[config.mk]
export PLATFORM = sky130hd
export DESIGN_NAME = serial_slt_flat
export DESIGN_NICKNAME = d
export VERILOG_FILES = /design/src/rtl/serial_slt_if.sv /design/src/rtl/serial_slt.sv /design/src/flat_wrapper.sv
export SDC_FILE = /design/constraint.sdc
export NUM_CORES = 1
export LEC_CHECK = 0
export BUFFER_PORTS_ARGS = -buffer_cell sky130_fd_sc_hd__buf_2
export CORE_MARGIN = 10
export CORE_UTILIZATION = 47
export CTS_CLUSTER_DIAMETER = 30
export DETAILED_ROUTE_END_ITERATION = 8
export PLACE_DENSITY = 0.72
export SLEW_MARGIN = 10
export SYNTH_ARGS = -nofsm -noshare
export SYNTH_HDL_FRONTEND = slang
export SYNTH_SLANG_ARGS = --single-unit
[constraint.sdc]
create_clock -name clk -period 1.5 [get_ports clk]
set_clock_uncertainty 0.05 [all_clocks]
set_input_delay 0.225 -clock clk [delete_from_list [all_inputs] [get_ports clk]]
set_output_delay 0.225 -clock clk [all_outputs]
set_load 0.1 [all_outputs]
[src/rtl/serial_slt_if.sv]
// rtl/serial_slt_if.sv - control/bit-stream/result bundle for serial_slt
//   start, bit_valid, a_bit, b_bit : master -> slave (command and LSB-first operand bits)
//   ready, busy, done              : slave -> master (FSM status, done is a 1-cycle pulse)
//   out, eq, c_out                 : slave -> master (a<b, a==b, carry of a+~b+1; held)
interface serial_slt_if;
  logic start;
  logic bit_valid;
  logic a_bit;
  logic b_bit;
  logic ready;
  logic busy;
  logic done;
  logic out;
  logic eq;
  logic c_out;

  modport master (
    output start, bit_valid, a_bit, b_bit,
    input  ready, busy, done, out, eq, c_out
  );

  modport slave (
    input  start, bit_valid, a_bit, b_bit,
    output ready, busy, done, out, eq, c_out
  );
endinterface

[src/rtl/serial_slt.sv]
// rtl/serial_slt.sv - bit-serial signed less-than / equality comparator
//   clk  : rising-edge clock
//   rst  : asynchronous active-high reset
//   bus  : serial_slt_if.slave (start/bit stream in, status and held results out)
// Computes a + ~b + 1 one bit per accepted cycle, LSB first; the sign bit
// (counter == N-1) resolves overflow and registers out/eq/c_out.
module serial_slt #(
  parameter int N = 32
) (
  input logic         clk,
  input logic         rst,
  serial_slt_if.slave bus
);

  localparam int CW = $clog2(N) + 1;

  localparam logic [1:0] S_IDLE  = 2'd0;
  localparam logic [1:0] S_SHIFT = 2'd1;
  localparam logic [1:0] S_DONE  = 2'd2;

  logic [1:0]    state;
  logic [CW-1:0] cnt;
  logic          carry;
  logic          zero;
  logic          out_q;
  logic          eq_q;
  logic          c_out_q;

  logic          nb;
  logic          sum;
  logic          carry_next;
  logic          last_bit;

  // One full-adder slice of a + ~b with the running carry.
  always_comb begin
    nb         = ~bus.b_bit;
    sum        = bus.a_bit ^ nb ^ carry;
    carry_next = (bus.a_bit & nb) | (bus.a_bit & carry) | (nb & carry);
    last_bit   = (cnt == CW'(N - 1));
  end

  always_ff @(posedge clk or posedge rst) begin
    if (rst) begin
      state   <= S_IDLE;
      cnt     <= '0;
      carry   <= 1'b1;
      zero    <= 1'b1;
      out_q   <= 1'b0;
      eq_q    <= 1'b0;
      c_out_q <= 1'b0;
    end else begin
      case (state)
        S_IDLE: begin
          if (bus.start) begin
            state <= S_SHIFT;
            cnt   <= '0;
            carry <= 1'b1;
            zero  <= 1'b1;
          end
        end
        S_SHIFT: begin
          if (bus.bit_valid) begin
            carry <= carry_next;
            cnt   <= cnt + CW'(1);
            if (sum) begin
              zero <= 1'b0;
            end
            if (last_bit) begin
              // Signed overflow is carry-in XOR carry-out of the sign slice;
              // flipping the sum sign by it gives the true sign of a - b.
              out_q   <= sum ^ (carry ^ carry_next);
              eq_q    <= zero & ~sum;
              c_out_q <= carry_next;
              state   <= S_DONE;
            end
          end
        end
        S_DONE: begin
          state <= S_IDLE;
        end
        default: begin
          state <= S_IDLE;
        end
      endcase
    end
  end

  assign bus.ready = (state == S_IDLE);
  assign bus.busy  = (state == S_SHIFT);
  assign bus.done  = (state == S_DONE);
  assign bus.out   = out_q;
  assign bus.eq    = eq_q;
  assign bus.c_out = c_out_q;

endmodule

[src/flat_wrapper.sv]
// flat-port wrapper written by rule: the top's interface ports become plain ports
module serial_slt_flat 
#(
  parameter int N = 32
)
  (clk, rst, bus_start, bus_bit_valid, bus_a_bit, bus_b_bit, bus_ready, bus_busy, bus_done, bus_out, bus_eq, bus_c_out);
  serial_slt_if bus_i ();
  input logic clk;
  input logic rst;
  input wire logic [$bits(bus_i.start)-1:0] bus_start;
  input wire logic [$bits(bus_i.bit_valid)-1:0] bus_bit_valid;
  input wire logic [$bits(bus_i.a_bit)-1:0] bus_a_bit;
  input wire logic [$bits(bus_i.b_bit)-1:0] bus_b_bit;
  output wire logic [$bits(bus_i.ready)-1:0] bus_ready;
  output wire logic [$bits(bus_i.busy)-1:0] bus_busy;
  output wire logic [$bits(bus_i.done)-1:0] bus_done;
  output wire logic [$bits(bus_i.out)-1:0] bus_out;
  output wire logic [$bits(bus_i.eq)-1:0] bus_eq;
  output wire logic [$bits(bus_i.c_out)-1:0] bus_c_out;
  assign bus_i.start = bus_start;
  assign bus_i.bit_valid = bus_bit_valid;
  assign bus_i.a_bit = bus_a_bit;
  assign bus_i.b_bit = bus_b_bit;
  assign bus_ready = bus_i.ready;
  assign bus_busy = bus_i.busy;
  assign bus_done = bus_i.done;
  assign bus_out = bus_i.out;
  assign bus_eq = bus_i.eq;
  assign bus_c_out = bus_i.c_out;
  serial_slt #(.N(N)) u_core (.clk(clk), .rst(rst), .bus(bus_i));
endmodule
==> metrics.txt, run 1 <==
status=finished clean; combinational family with the most area after synthesis=simple AND/OR/NAND/NOR gates; antenna-violating nets left=0; Hold WC Path Type=in2reg; xor-xnor portion of the synthesized cell area=1.30%; total CTS buffers=3; asr flop ratio synth=100%; Syn Std Cell Area=672 sq um; Startpoint Class=flip-flop; Congestion Overflow GR=0; CTS sink cnt=13; Overall Global Routing Usage=9.63%; Post-synth EDFFs=0; Mapped Nets=66; CTS tree=built; worst vdd ir=1.12 mV; DRC=0; layout cells sized above 1=46.2%; Warnings, synthesis=0; r2r startpoint=u_core.state[1]; crit path kind=reg2out; register area share after synthesis=48.8%; crit path setup slack, layout=0.0680 ns; area grow syn2layout=34.1%; Yosys top cell by area=dfrtp_1; fin. max-slew vios=0; Initial Utilization=51.0%; vias in the first global route=552; Setup-failing EPs final=0; DR vias=494; Initial DRT Pass Iterations=3; worst slack, placed=0.0792 ns; reg-to-reg endpoint=u_core.cnt[4]; Synth Area in Compound Gates=6.52%; worst-skew pair later-pin latency=0.27 ns; fin util=68.4%; H-tree levels=1; Peak Freq=698 MHz; CP peak stage delay=0.47 ns; hold_sp=bus_b_bit; crit path DAT=1.16 ns; Placer Congestion=0.812; commonest non-fill, non-tap cell in the layout=dfrtp_1; # rows=13; area fraction of the dominant cell type after synthesis=41.0%; Pleak=0.438 nW; die area=3340 sq um; layout net count=88; Synth Register Bits=13; 1st-iter DRT viols=6; Fill cells=102; initial antenna violation count=0; Max Cap Viol=0; worst reg2reg path depth=3; Post-Synth Adder-Cell Area=7.82%; worst slew margin relative to its limit=66.7%; first-pass GRT wire length=2530 um; worst hold stages=3; via/cell ratio=5.31; post-synthesis cell type count=29; drt total wl=1510 um; largest net degree at the start of global routing=14; setup_tns=0 ns; critical path fanouts, max=7; Synth Area in Simple Gates=21.6%; unrepaired setup endpoints after global routing=false; total power=1.89 mW; synth top area cells=dfrtp_1 (41%), dfstp_2 (7.8%), fa_1 (6.0%); worst hold margin=0.306 ns; Mean Syn Cell Area=11.8 sq um; DP HPWL=1110 um; # IOs=12; Routed WL per cell=16.2 um; Placed Area=831 sq um; dominant synthesized flop cell=dfrtp_1; Slew @ Worst Pin=0.499 ns; # diodes=0; # port buffers=11; DIE WIDTH=57.8 um; most frequent cells in the layout=dfrtp_1 (9), buf_2 (8), inv_1 (5), nand2_1 (5), buf_4 (5); Non-Filler Instances=93; Reg2Reg Setup Slack=0.09 ns; placed insts=87; mux contribution to synthesized area=9.87%; Core Area=1320 sq um; Post-Synthesis Cells=57; Die Y=57.8 um; Endpoint, Worst Hold=u_core.bus.out; clk root buf=clkbuf_4; Final Hold Fails=0; clk buf depth=2; Final Cycle Share=95.5%; CP cell instances=nand2b_4 -> inv_2 -> buf_12; pwr dens=2100 nW/um^2; slowest CP cell=dfrtp_2; CP endpoint kind=output pin; Tmin final=1.43 ns; CTS clk-pin slew, worst paths=0.08 ns; final instance area=901 sq um; CP required=1.22 ns
[cell usage after synthesis (2+ instances only)]
| library cell | n |
|---|---|
| dfrtp_1 | 11 |
| inv_1 | 6 |
| nand2_1 | 5 |
| mux2i_1 | 4 |
| nor2_1 | 3 |
| dfstp_2 | 2 |
| fa_1 | 2 |
| nand4_1 | 2 |
| nor3_1 | 2 |
[critical path: cells and delay by family (launching register included)]
| kind | cells | cell delay [ns] |
|---|---|---|
| buf+inv | 2 | 0.23 |
| flops | 1 | 0.47 |
| simple gates | 1 | 0.17 |
[how the worst max path moves through the flow]
stage / from / end / slack (ns) / depth (start not counted)
floorplan: u_core.state[1] / bus_busy / 0.02 / 2
global placement: u_core.state[0] / u_core.cnt[4] / 0.12 / 3
detailed placement: u_core.cnt[0] / u_core.bus.c_out / 0.08 / 5
CTS: u_core.state[1] / bus_busy / 0.02 / 3
global route: u_core.cnt[0] / u_core.bus.c_out / 0.01 / 5
finish: u_core.state[1] / bus_busy / 0.07 / 3
[cells by family after synthesis]
logic type / count (synthesis)
and+or+nand+nor: 21
DFF: 13
buffers and inverters: 7
AOI/OAI and AO/OA: 6
muxes: 6
adders and majority gates: 3
xor gates and xnor gates: 1
[report_power, final]
part           internal (mW)  total, mW  switching [mW]
Clock                 0.0988      0.214           0.115
Combinational          0.406       1.06           0.650
Sequential             0.500      0.625           0.124
Total                   1.01       1.89           0.889
[registers in the layout, indices dropped and copies added (netlist names)]
register / count
u_core.state: 2
u_core.zero: 1
u_core.bus.out: 1
u_core.bus.eq: 1
u_core.bus.c_out: 1
u_core.cnt: 6
u_core.carry: 1
[routing by layer]
| layer | global-route usage [%] | vias to the layer above | share of wire [%] |
|---|---|---|---|
| met5 | 0 | - | 0 |
| met4 | 4.03 | 0 | 0.66 |
| met3 | 3.92 | 2 | 4.7 |
| met2 | 15.6 | 8 | 51 |
| met1 | 10.8 | 248 | 43 |
| li1 | - | 236 | - |
[repair_timing]
item                                    CTS  global route
pin swaps                                 0             1
resized for setup                         3             2
hold endpoints to repair                 11             0
hold buffers                              1             0
endpoints found under the setup margin    2             4
buffers inserted                          0             1
[cell type report]
type	count	area [sq um]	area share, %
multi-input cells	37	334	37.1
flip-flops and latches	13	330	36.7
repair buffers	18	168	18.6
clock buffers	3	22.5	2.50
inverters	6	22.5	2.50
well taps	15	18.8	2.08
clock inverters	1	5.00	0.556
(Power assumes the default switching activity.)
==> inputs of run 2 (changes only) <==
--- a/config.mk
+++ b/config.mk
@@ -8,9 +8,11 @@
 export BUFFER_PORTS_ARGS = -buffer_cell sky130_fd_sc_hd__buf_2
 export CORE_MARGIN = 10
 export CORE_UTILIZATION = 47
+export CTS_BUF_LIST = sky130_fd_sc_hd__clkbuf_16
 export CTS_CLUSTER_DIAMETER = 30
+export CTS_CLUSTER_SIZE = 20
 export DETAILED_ROUTE_END_ITERATION = 8
-export PLACE_DENSITY = 0.72
+export PLACE_DENSITY_LB_ADDON = 0.08
 export SLEW_MARGIN = 10
 export SYNTH_ARGS = -nofsm -noshare
 export SYNTH_HDL_FRONTEND = slang
==> metrics.txt, run 2 (synthesis results as in run 1) <==
worst slew margin relative to its limit=67.7% (+0.97 points); Final Cycle Share=95.8% (+0.31 points); gr busiest metal=met2; CTS tree=built; 1st-iter DRT viols=12 (+6); largest net degree at the start of global routing=14 (unchanged); Setup-failing EPs final=0 (unchanged); DRC=0 (unchanged); DP HPWL=1030 um (-7.7%); H-tree levels=1 (unchanged); Post-CTS Setup Bufs=0 (unchanged); layout net count=86 (-2.3%); most frequent cells in the layout=dfrtp_1 (9), buf_2 (8), inv_1 (7); first-pass GRT wire length=2380 um (-5.7%); commonest non-fill, non-tap cell in the layout=dfrtp_1; crit path kind=reg2out; final instance area=917 sq um (+1.8%); # rows=13 (unchanged); Die Y=57.8 um (unchanged); critical path fanouts, max=7 (unchanged); Initial DRT Pass Iterations=4 (+1); CTS clk-pin slew, worst paths=0.05 ns (-0.03 ns); total CTS buffers=3 (unchanged); unrepaired setup endpoints after global routing=false; DR vias=497 (+0.61%); Core Area=1320 sq um (unchanged); clk buf depth=2 (unchanged); Congestion Overflow GR=0 (unchanged); Pleak=0.446 nW (+2.0%); Startpoint Class=flip-flop; met3 Use GR=3.49% (-0.44 points); clk root buf=clkbuf_16; fin. max-slew vios=0 (unchanged); worst vdd ir=1.28 mV (+14%); Global Route met2 Usage=14.6% (-1.1 points); initial antenna violation count=0 (unchanged); pwr dens=2280 nW/um^2 (+8.4%); DIE WIDTH=57.8 um (unchanged); # port buffers=11 (unchanged); Reg2Reg Setup Slack=0.12 ns (+0.03 ns); Initial Utilization=51.0% (unchanged); layout cells sized above 1=40.8% (-5.4 points); CTS sink cnt=13 (unchanged); worst-skew pair later-pin latency=0.24 ns (-0.03 ns); antenna-violating nets left=0 (unchanged); Final Hold Fails=0 (unchanged); CP required=1.22 ns (about the same); Largest Register=u_core.cnt; CP endpoint kind=output pin; Overall Global Routing Usage=9.07% (-0.56 points); Routed WL per cell=15.9 um (-1.5%); status=finished clean; grt met1 use=10.4% (-0.46 points); max reg flops=6 (unchanged); setup_tns=0 ns (unchanged); # IOs=12 (unchanged); Top Registers=u_core.cnt x6, u_core.state x2; Slew @ Worst Pin=0.484 ns (-0.0145 ns); # diodes=0 (unchanged); crit path DAT=1.16 ns (about the same); die area=3340 sq um (unchanged); via/cell ratio=5.46 (+2.8%); Placer Congestion=0.784 (-3.5%); drt total wl=1450 um (-3.7%); Hold WC Path Type=in2reg; Max Cap Viol=0 (unchanged); Placed Area=823 sq um (-0.90%); Fill cells=94 (-7.8%); area grow syn2layout=36.5%; Tmin final=1.44 ns (+0.00467 ns); Peak Freq=696 MHz (-0.33%); vias in the first global route=503 (-8.9%)
==> run 2: routing by layer <==
metal / vias up / part of all wire (%)
li1: 235 / -
met1: 239 / 42
met2: 18 / 50
met3: 5 / 6.8
met4: 0 / 1.1
met5: - / 0
==> run 2: metrics by stage <==
stage | instances | worst slack, ns | util, % | power (mW) | hold slack [ns]
3_3_place_gp | 86 | 0.101 | 62.5 | 1.55 | 0.218
4_1_cts | 91 | 0.0162 | 69.2 | 2.07 | 0.319
3_5_place_dp | 86 | 0.0847 | 62.5 | 1.57 | 0.224
6_report | 91 | 0.0634 | 69.6 | 2.09 | 0.318
5_1_grt | 91 | 0.0178 | 69.6 | 2.20 | 0.350
2_1_floorplan | 57 | 0.0168 | - | 1.28 | 0.0505
==> run 2: final timing paths <==
path,startpoint,end,depth (start not counted)
max,u_core.state[1],bus_busy,3
min,bus_bit_valid,u_core.cnt[4],3
max reg2reg,u_core.cnt[0],u_core.bus.eq,4
min reg2reg,u_core.zero,u_core.zero,1
max in group asynchronous,rst,u_core.state[1],3
min in group asynchronous,rst,u_core.cnt[4],3
==> run 2: layout make-up <==
type | instances | area (sq um) | area share [%]
Sequential cell | 13 | 330 | 36.0
Inverter | 6 | 22.5 | 2.46
Clock inverter | 1 | 3.75 | 0.409
Multi-Input combinational cell | 37 | 327 | 35.6
Timing Repair Buffer | 16 | 140 | 15.3
Clock buffer | 3 | 75.1 | 8.19
Tap cell | 15 | 18.8 | 2.05
==> run 2: power breakdown <==
part	switching [mW]	internal, mW
clock	0.153	0.352
sequential	0.137	0.502
combinational	0.603	0.343
==> run 2: what timing repair did <==
item                                    in CTS  in global routing
endpoints found under the setup margin       0                  5
hold buffers                                 1                  0
gates resized for setup                      0                  3
endpoints found under the hold margin       11                  0
==> run 2: worst max-delay path, stage by stage (launching register included) <==
cell	delay, ns
dfrtp_2	0.45
nand2b_1	0.19
inv_1	0.10
buf_12	0.18
==> inputs of run 3 (changes only) <==
--- a/config.mk
+++ b/config.mk
@@ -12,6 +12,7 @@
 export CTS_CLUSTER_DIAMETER = 30
 export CTS_CLUSTER_SIZE = 20
 export DETAILED_ROUTE_END_ITERATION = 8
+export GPL_TIMING_DRIVEN = 0
 export PLACE_DENSITY_LB_ADDON = 0.08
 export SLEW_MARGIN = 10
 export SYNTH_ARGS = -nofsm -noshare
==> metrics.txt, run 3 (synthesis results as in run 1) <==
status=finished clean; Core Area=1320 sq um (unchanged); Slew @ Worst Pin=0.489 ns (+0.00457 ns); die area=3340 sq um (unchanged); Startpoint Class=flip-flop; pwr dens=2250 nW/um^2 (-1.3%); DIE WIDTH=57.8 um (unchanged); crit path kind=reg2reg; # IOs=12 (unchanged); DR vias=486 (-2.2%); Switching Share=43.1% (+0.40 points); layout cells sized above 1=44.0% (+3.2 points); CTS clk-pin slew, worst paths=0.04 ns (about the same); DRC=0 (unchanged); Logic pwr share=42.9% (-2.3 points); Max Cap Viol=0 (unchanged); CTS tree=built; Tmin final=1.46 ns (+0.0199 ns); sequential share of power=33.0% (+2.4 points); final instance area=907 sq um (-1.1%); Final Cycle Share=97.1% (+1.3 points); layout net count=85 (-1.2%); Final Hold Fails=0 (unchanged); Placed Area=753 sq um (-8.5%); critical path fanouts, max=4 (-3); Overall Global Routing Usage=8.55% (-0.52 points); # port buffers=11 (unchanged); Fill cells=86 (-8.5%); # diodes=0 (unchanged); Pleak=0.436 nW (-2.3%); Congestion Overflow GR=0 (unchanged); commonest non-fill, non-tap cell in the layout=buf_2; largest net degree at the start of global routing=14 (unchanged); clk root buf=clkbuf_16; slowest CP cell=dfrtp_2; Non-Filler Instances=90 (-1.1%); CTS sink cnt=13 (unchanged); Placer Congestion=0.696 (-11%); # rows=13 (unchanged); clk buf depth=2 (unchanged); Clock power frac=24.2% (about the same); CP required=1.57 ns (+0.35 ns); worst vdd ir=1.33 mV (+4.0%); CP peak stage delay=0.41 ns (-0.04 ns); via/cell ratio=5.40 (-1.1%); worst slew margin relative to its limit=67.4% (-0.30 points); Peak Freq=687 MHz (-1.4%); placed insts=83 (-3.5%); Largest Register=u_core.cnt; total CTS buffers=3 (unchanged); 1st-iter DRT viols=8 (-4); fin. max-slew vios=0 (unchanged); drt total wl=1440 um (-0.48%); Setup-failing EPs final=0 (unchanged); worst-skew pair later-pin latency=0.24 ns (about the same); DP HPWL=952 um (-7.3%); most frequent cells in the layout=buf_2 (9), inv_1 (7), dfrtp_1 (7); H-tree levels=1 (unchanged); Pint=1.16 mW (-3.1%); Die Y=57.8 um (unchanged); CP endpoint kind=flip-flop; initial antenna violation count=0 (unchanged); Routed WL per cell=16.0 um (+0.62%); Initial DRT Pass Iterations=4 (unchanged); CP cell instances=ha_4 -> nand4b_4 -> nor3_4 -> mux2_4; area grow syn2layout=35.0%; switching power=0.879 mW (-1.5%); Top Registers=u_core.cnt x6, u_core.state x2; Initial Utilization=51.0% (unchanged); antenna-violating nets left=0 (unchanged); first-pass GRT wire length=2280 um (-4.1%); crit path DAT=1.53 ns (+0.37 ns); vias in the first global route=507 (+0.80%); Hold WC Path Type=in2reg; max reg flops=6 (unchanged)
-- run 3: critical path, delay by kind of cell, from the launching register on --
kind	cells	cell delay, ns
adder cells (fa/ha/maj)	1	0.17
multiplexers	1	0.32
flip-flops	1	0.41
AND/OR/NAND/NOR	2	0.39
-- run 3: power groups by stage --
stage               logic, mW  registers, mW  clock network [mW]
global route            0.942          0.694               0.518
global placement        0.770          0.642                   0
finish                  0.874          0.672               0.493
CTS                     0.826          0.646               0.500
detailed placement      0.780          0.644                   0
floorplan               0.514          0.766                   0
-- run 3: repair_timing --
action | CTS | global route
setup endpoints to repair | 5 | 6
cloned | 0 | 0
pin swaps | 1 | 2
hold buffers | 1 | 0
gates resized for setup | 6 | 9
buffers inserted | 1 | 1
endpoints found under the hold margin | 11 | 0
-- run 3: worst paths after layout --
check                                  end  slack, ns  cells past startpoint           from
setup reg to reg             u_core.bus.eq       0.04                      4  u_core.cnt[1]
max in group asynchronous    u_core.cnt[1]       0.53                      3            rst
setup / recovery             u_core.bus.eq       0.04                      4  u_core.cnt[1]
hold / removal             u_core.state[1]       0.30                      3  bus_bit_valid
min in group asynchronous    u_core.cnt[2]       0.51                      3            rst
hold reg to reg              u_core.bus.eq       0.45                      1  u_core.bus.eq
-- run 3: through the flow --
stage          setup WS [ns]  TNS, ns  power [mW]  hold WS (ns)  util, %
2_1_floorplan         0.0168        0        1.28        0.0505        -
3_3_place_gp          -0.108   -0.108        1.41         0.223     57.2
3_5_place_dp          -0.106   -0.106        1.42         0.229     57.2
4_1_cts             0.000841        0        1.97         0.303     65.9
5_1_grt              -0.0253  -0.0668        2.15         0.310     68.9
6_report              0.0435        0        2.04         0.297     68.9
-- run 3: area by class of cell --
type,instances,area (sq um),area share [%]
multi-input combinational,37,342,37.7
sequential,13,333,36.7
timing repair buffer,14,108,11.9
clock buffer,3,75.1,8.28
inverter,6,22.5,2.48
tap,15,18.8,2.07
buffer,1,5.00,0.552
clock inverter,1,3.75,0.414
-- run 3: metal layers --
layer  vias up  share of wire [%]  global-route usage, %
met1       246                 44                   9.80
met3         2                4.8                   3.49
met2         6                 50                   13.5
li1        232                  -                      -
met4         0               0.49                   4.03
met5         -                  0                      0
